$ cat src/rtl/seq_divider_if.sv
// Requester/responder handshake bundle for the shared sequential divider.
//   start        requester -> divider  request pulse (or level) to load operands
//   dividend     requester -> divider  numerator, sampled on the accepting edge
//   divisor      requester -> divider  denominator, sampled on the accepting edge
//   busy         divider -> requester  high while iterating
//   ready        divider -> requester  one-cycle result-valid pulse
//   quotient     divider -> requester  held until the next accepted start
//   remainder    divider -> requester  held like quotient
//   div_by_zero  divider -> requester  sampled divisor was zero, held like quotient
interface seq_divider_if #(
  parameter int unsigned WIDTH = 16
) ();

  logic             start;
  logic [WIDTH-1:0] dividend;
  logic [WIDTH-1:0] divisor;
  logic             busy;
  logic             ready;
  logic [WIDTH-1:0] quotient;
  logic [WIDTH-1:0] remainder;
  logic             div_by_zero;

  modport master (
    output start, dividend, divisor,
    input  busy, ready, quotient, remainder, div_by_zero
  );

  modport slave (
    input  start, dividend, divisor,
    output busy, ready, quotient, remainder, div_by_zero
  );

endinterface

$ cat src/rtl/seq_divider.sv
// Shared multi-cycle unsigned divider, restoring radix-2, one quotient bit per clock.
// A request accepted in IDLE or DONE runs WIDTH iterations; the result registers update on the
// last iteration edge and ready pulses for the following cycle.
//   clk   clock, rising edge
//   rst   synchronous, active-high reset; abandons any division in flight
//   bus   seq_divider_if slave modport (start/operands in, busy/ready/results out)
module seq_divider #(
  parameter int unsigned WIDTH = 16
) (
  input logic          clk,
  input logic          rst,
  seq_divider_if.slave bus
);

  localparam int unsigned CntW = (WIDTH > 1) ? $clog2(WIDTH) : 1;

  typedef enum logic [1:0] {StIdle, StRun, StDone} state_e;

  state_e           state_q;
  logic [WIDTH-1:0] r_q;       // partial remainder; never exceeds WIDTH bits
  logic [WIDTH-1:0] q_q;       // dividend shifting out, quotient shifting in
  logic [WIDTH-1:0] d_q;
  logic [CntW-1:0]  cnt_q;
  logic             busy_q;
  logic             ready_q;
  logic             dz_q;
  logic [WIDTH-1:0] quotient_q;
  logic [WIDTH-1:0] remainder_q;

  logic [WIDTH:0]   r_shift;   // extra bit carries the shifted-out MSB for the trial
  logic             fits;
  logic [WIDTH-1:0] r_next;
  logic [WIDTH-1:0] q_next;
  logic             accept;

  always_comb begin
    r_shift = {r_q, q_q[WIDTH-1]};
    fits    = r_shift >= {1'b0, d_q};
    // After a successful trial the difference is below the divisor, and with a zero divisor
    // r_shift only ever holds a prefix of the dividend, so the top bit is always clear here.
    r_next  = fits ? WIDTH'(r_shift - {1'b0, d_q}) : r_shift[WIDTH-1:0];
    q_next  = {q_q[WIDTH-2:0], fits};
    accept  = bus.start && ((state_q == StIdle) || (state_q == StDone));
  end

  always_ff @(posedge clk) begin
    if (rst) begin
      state_q     <= StIdle;
      r_q         <= '0;
      q_q         <= '0;
      d_q         <= '0;
      cnt_q       <= '0;
      busy_q      <= 1'b0;
      ready_q     <= 1'b0;
      dz_q        <= 1'b0;
      quotient_q  <= '0;
      remainder_q <= '0;
    end else begin
      ready_q <= 1'b0;
      if (accept) begin
        q_q     <= bus.dividend;
        d_q     <= bus.divisor;
        r_q     <= '0;
        cnt_q   <= CntW'(WIDTH - 1);
        busy_q  <= 1'b1;
        state_q <= StRun;
      end else begin
        unique case (state_q)
          StIdle: ;
          StRun: begin
            r_q   <= r_next;
            q_q   <= q_next;
            cnt_q <= cnt_q - 1'b1;
            if (cnt_q == '0) begin
              quotient_q  <= q_next;
              remainder_q <= r_next;
              dz_q        <= (d_q == '0);
              busy_q      <= 1'b0;
              ready_q     <= 1'b1;
              state_q     <= StDone;
            end
          end
          StDone: state_q <= StIdle;
          default: state_q <= StIdle;
        endcase
      end
    end
  end

  assign bus.busy        = busy_q;
  assign bus.ready       = ready_q;
  assign bus.quotient    = quotient_q;
  assign bus.remainder   = remainder_q;
  assign bus.div_by_zero = dz_q;

endmodule

$ cat src/flat_wrapper.sv
// flat-port wrapper written by rule: the top's interface ports become plain ports
module seq_divider_flat 
#(
  parameter int unsigned WIDTH = 16
)
  (clk, rst, bus_start, bus_dividend, bus_divisor, bus_busy, bus_ready, bus_quotient, bus_remainder, bus_div_by_zero);
  seq_divider_if #(.WIDTH(WIDTH)) bus_i ();
  input logic clk;
  input logic rst;
  input wire logic [$bits(bus_i.start)-1:0] bus_start;
  input wire logic [$bits(bus_i.dividend)-1:0] bus_dividend;
  input wire logic [$bits(bus_i.divisor)-1:0] bus_divisor;
  output wire logic [$bits(bus_i.busy)-1:0] bus_busy;
  output wire logic [$bits(bus_i.ready)-1:0] bus_ready;
  output wire logic [$bits(bus_i.quotient)-1:0] bus_quotient;
  output wire logic [$bits(bus_i.remainder)-1:0] bus_remainder;
  output wire logic [$bits(bus_i.div_by_zero)-1:0] bus_div_by_zero;
  assign bus_i.start = bus_start;
  assign bus_i.dividend = bus_dividend;
  assign bus_i.divisor = bus_divisor;
  assign bus_busy = bus_i.busy;
  assign bus_ready = bus_i.ready;
  assign bus_quotient = bus_i.quotient;
  assign bus_remainder = bus_i.remainder;
  assign bus_div_by_zero = bus_i.div_by_zero;
  seq_divider #(.WIDTH(WIDTH)) u_core (.clk(clk), .rst(rst), .bus(bus_i));
endmodule
$ cat config.mk
export PLATFORM = sky130hd
export DESIGN_NAME = seq_divider_flat
export DESIGN_NICKNAME = d
export VERILOG_FILES = /design/src/rtl/seq_divider_if.sv /design/src/rtl/seq_divider.sv /design/src/flat_wrapper.sv
export SDC_FILE = /design/constraint.sdc
export NUM_CORES = 1
export LEC_CHECK = 0
export BUFFER_PORTS_ARGS = -buffer_cell sky130_fd_sc_hd__buf_2
export CAP_MARGIN = 20
export CORE_MARGIN = 3
export CORE_UTILIZATION = 55
export DETAILED_ROUTE_END_ITERATION = 8
export GPL_ROUTABILITY_DRIVEN = 0
export HOLD_SLACK_MARGIN = 0.15
export MAX_ROUTING_LAYER = met4
export PLACE_DENSITY = 0.78
export SYNTH_ARGS = -nofsm -noshare
export SYNTH_HDL_FRONTEND = slang
export SYNTH_SLANG_ARGS = --single-unit
$ cat constraint.sdc
create_clock -name clk -period 5.8 [get_ports clk]
set_input_delay 0.87 -clock clk [delete_from_list [all_inputs] [get_ports clk]]
set_output_delay 0.87 -clock clk [all_outputs]
set_load 0.1 [all_outputs]
After elaboration in Yosys (flattened, before gate mapping) --
Cells that the tools add are included.
Cells by class: reductions and logical operators 13, eq/ne operators 5, order comparisons 1, bitwise gates (word level) 3, muxes and demuxes 12, add/subtract/negate cells 2
Operators with widths (number):
- $mux W16 | 3
- $ge A17 B16 Y1 | 1
- $logic_not A16 Y1 | 1
- $sub A16 B16 Y16 | 1
- $mux W4 | 2
- $reduce_and A2 Y1 | 3
- $mux W1 | 5
- $logic_not A4 Y1 | 1
- $ne A2 B1 Y1 const B | 2
- $pmux W2 S2 | 1
- $reduce_bool A2 Y1 | 2
- $sub A4 B1 Y4 const B | 1
- $ne A3 B1 Y1 const B | 1
- $not A1 Y1 | 3
- $reduce_and A3 Y1 | 1
- $reduce_or A3 Y1 | 1
- $eq A2 B1 Y1 const B | 1
- $eq A2 B2 Y1 const B | 1
- $logic_not A2 Y1 | 1
- $mux W2 | 1
- $reduce_or A2 Y1 | 1
- $logic_and A1 B1 Y1 | 1
- $logic_or A1 B1 Y1 | 1
Storage, ports and cells: input bits 35, register bits 89, word-level logic and storage cells 47

Logic depth before layout (Yosys ltp) --
depth after elaboration 5, mapped depth 11

Worst setup path before layout --
Ideal clock, no wire load.
kind register to register, start point register u_core.q_q[15], end point register u_core.remainder_q[12] (netlist: u_core.bus.remainder[12]), buffers on the path 0, path slack 3562 ps, period minus slack after synthesis 2238 ps, setup time 80 ps, cell stages (with the launch flop) 11, data required time 5720 ps, arrival time 2158 ps, cells stage by stage dfxtp_1 > inv_1 > ha_1 > fa_1 > nand2b_1 > a21oi_1 > o31ai_1 > a21boi_0 > nor3_1 > o32a_1 > a211oi_2
On the way: cells in the longest elaborated chain, start to end 2
RTL lines:
- start: declaration | RTL line seq_divider.sv:21 | logic [WIDTH-1:0] q_q;
- start signal: assignment | RTL line seq_divider.sv:61 | q_q <= bus.dividend;
- start signal: assignment | RTL line seq_divider.sv:72 | q_q <= q_next;
- $sub A16 B16 Y16 / $ge A17 B16 Y1 (equally long branches) | RTL line seq_divider.sv:41, seq_divider.sv:38
- $mux W16 (*) | RTL line seq_divider.sv:41 | r_next = fits ? WIDTH'(r_shift - {1'b0, d_q}) : r_shift[WIDTH-1:0];
- end signal: assignment | RTL line seq_divider.sv:76 | remainder_q <= r_next;
- end: declaration | RTL line seq_divider.sv:28 | logic [WIDTH-1:0] remainder_q;
Mark *: on every way between the ends. The rest lies on a longest branch, timed or not. A chain may end at the register's enable or synchronous reset.

Final worst setup path --
Same ends and word-level chain as after synthesis.

==> out/qor.yml <==
sta:
  fin_crit_ns: 2.61
  max_freq_ghz: 0.383
  hold_ws_ns: 0.460
  hold_viol: 0
  slew_headroom: 0.322
  fin_tns_setup_ns: 0
  setup_ws_ns: 3.19
  finClkSkew_ns: 0.0174
  final-setup-viol-count: 0
  tightest_slew_ns: 1.01
  fin_crit_sh: 0.450
  slew_viol_final: 0
  rsz0062_at_grt: "false"
placed_design:
  dp_slack_ns: 3.13
  numPortBuffers: 69
  hpwl_um: 7180
  dp.cells: 687
grt:
  grt-ovfl-total: 0
  antenna_found_initial: 0
  grt_pass1_vias: 3523
  grt_max_degree: 72
  grt_pass1_wl_um: 16400
  grt_usage: 0.238
logic_synthesis:
  yosysWarnings: 0
  syn_inst: 547
  ys.flop_type: "dfxtp_1"
  synth_top_family_by_area: "compound AO/OA/AOI/OAI gates"
  synth-async-reset-ratio: 0
  synthAdderAreaFrac: 0.0537
  synth_edf_count: 0
  synthMuxAreaShare: 0.0231
  ys_types: 52
  syn_area_per_cell_um2: 7.92
  syn_nets: 600
  synth-seq-cells: 89
  synth-seq-area-share: 0.411
  synth_compound_area_frac: 0.231
  yosys.area_share.simple: 0.201
  synth_area_mm2: 0.00433
  synthXorXnorAreaFrac: 0.0283
final_layout:
  final_common_cell: "nand2_1"
  synthToLayoutAreaGrowth_pct: 13.5
  nNetsFinal: 653
  final_cell_mix: "nand2_1, dfxtp_1, buf_2"
  drive_above_1_share: 0.174
  fin_util: 0.660
  n_antenna_cell: 0
  final_cells: 704
critical_path:
  r2r_start: "u_core.q_q[15]"
  max_stage_delay_ns: 0.40
  crit_start: "u_core.q_q[15]"
  rr_worst_depth: 10
  start_kind: "flop"
  required_ns: 6.07
  crit_type: "flop to flop"
  path_depth: 10
  cp_cell_sequence: "inv_1 > ha_1 > fa_1 > nand2b_1 > a21oi_1 > o31ai_1 > a21boi_0 > nor3_1 > o32a_1 > a211oi_2"
  crit_path_end_kind: "flop"
  slowest_stage: "fa_1"
  cp_data_arrival_time_ns: 2.88
  crit_path_max_fanout: 3
  path_buf_inv: 1
  path_delay_family: "compound AO/OA/AOI/OAI gates"
routing:
  detail-route-antenna-nets: 0
  wire_per_inst_um: 14.4
  drc: 0
  vias: 3983
  firstDrtPassIters: 5
  totalWireLength_um: 10100
  drt_iter0_drc: 323
  viasPerCell: 5.66
die:
  core_area_mm2: 0.00745
  fp.dieH_um: 94.7
  die_w_um: 94.7
  start_util: 0.581
  ioPinCount: 70
  dieArea_mm2: 0.00897
  num_rows: 31
min_path:
  hp-start: "u_core.bus.quotient[14]"
  hp-class: "flop to flop"
  min_path_cells: 2
pwr:
  powerDensity_mw_per_mm2: 347
  power_frac_comb: 0.342
  pwr-share-clk: 0.257
  power_frac_seq: 0.402
  vdd_drop_max_v: 0.000146
  p_int_uw: 1050
  switching_share: 0.384
  power.net_switching_uw: 655
  static-leakage-power_uw: 0.00202
clock_tree:
  ctsLongestPathBuffers: 2
  postCtsSetupRepairBufs: 0
  cts_num_sinks: 89
  tritoncts: "yes"
  clkSlewWorstSetupHoldPaths_ns: 0.10
  cts_root_buf: "clkbuf_8"
  h-tree-depth: 3
  hold_buffers: 0
  numCtsBuffers: 9
  cts-resized-gates: 0
  clkLatencyLatePin_ns: 0.36
job:
  cap_violations: 0
outcome:
  status: "complete, no violations"
## final cells by class
| cell class | instances | area (µm²) |
|---|---|---|
| repair buffers | 75 | 390 |
| multi-input cells | 402 | 2330 |
| inverters | 23 | 86.3 |
| flip-flops and latches | 89 | 1780 |
| clock inverters | 6 | 73.8 |
| clock buffers | 10 | 128 |
| well taps | 99 | 124 |
| fillers | 664 | 2530 |
## metrics by stage
step | total power [µW] | instance area, µm²
floorplan | 1160 | 4330
finish | 1710 | 4910
global placement | 1260 | 4710
CTS | 1700 | 4910
detailed placement | 1270 | 4710
global route | 1790 | 4910
## cells by family (layout without fill, tap and decap cells)
family / count (synthesis) / after routing
AOI/OAI and AO/OA: 157 / 157
xor gates and xnor gates: 14 / 14
adders and majority gates: 18 / 18
buffers and inverters: 56 / 114
DFF: 89 / 89
muxes: 10 / 10
and+or+nand+nor: 203 / 203
## power by group through the flow
stage	Combinational, µW	Sequential [µW]	Clock [µW]
global route	634	691	468
global placement	562	696	0
detailed placement	571	698	0
floorplan	391	769	0
CTS	575	685	444
finish	583	685	438
## final timing paths
check                                  end  slack (ns)
setup / recovery  u_core.bus.remainder[12]        3.19
hold / removal     u_core.bus.quotient[14]        0.46
setup reg to reg  u_core.bus.remainder[12]        3.19
hold reg to reg    u_core.bus.quotient[14]        0.46
## Yosys cell counts (3+ instances only)
cell type / n / area, µm²
inv_1: 22 / 82.6
and3_1: 4 / 25.0
nor3_1: 6 / 30.0
nor2b_1: 3 / 18.8
o21ai_0: 17 / 85.1
o31ai_1: 3 / 22.5
a21oi_1: 66 / 330
and2_1: 3 / 18.8
clkbuf_1: 29 / 109
dfxtp_1: 89 / 1780
a211oi_1: 15 / 113
nand2_1: 110 / 413
nor4_1: 5 / 31.3
nor2_1: 47 / 176
mux2i_1: 10 / 100
o21ai_1: 9 / 45.0
nand2b_1: 7 / 43.8
ha_1: 17 / 213
xor2_1: 5 / 43.8
a21o_1: 4 / 30.0
nand3_1: 9 / 45.0
o21a_1: 6 / 45.0
o21ai_2: 4 / 35.0
a311oi_1: 15 / 131
xnor2_1: 9 / 78.8
## per-layer routing
layer | global-route usage | vias up | part of all wire
li1 | - | 2001 | -
met1 | 0.338 | 1845 | 0.48
met2 | 0.343 | 127 | 0.44
met3 | 0.0375 | 10 | 0.064
met4 | 0.0805 | 0 | 0.013
met5 | - | - | 0
## registers in the layout (all words and copies together), names as in the netlist
name / cells
u_core.bus.quotient: 16
u_core.bus.remainder: 16
u_core.d_q: 16
u_core.q_q: 16
u_core.r_q: 16
u_core.cnt_q: 4
u_core.state_q: 2
u_core.bus.busy: 1
u_core.bus.div_by_zero: 1
u_core.bus.ready: 1
## worst min-delay path, cell delays in order (launching register included)
cell,delay (ns)
dfxtp_1,0.32
nand2_1,0.05
a21oi_1,0.05
(Power assumes the default switching activity.)
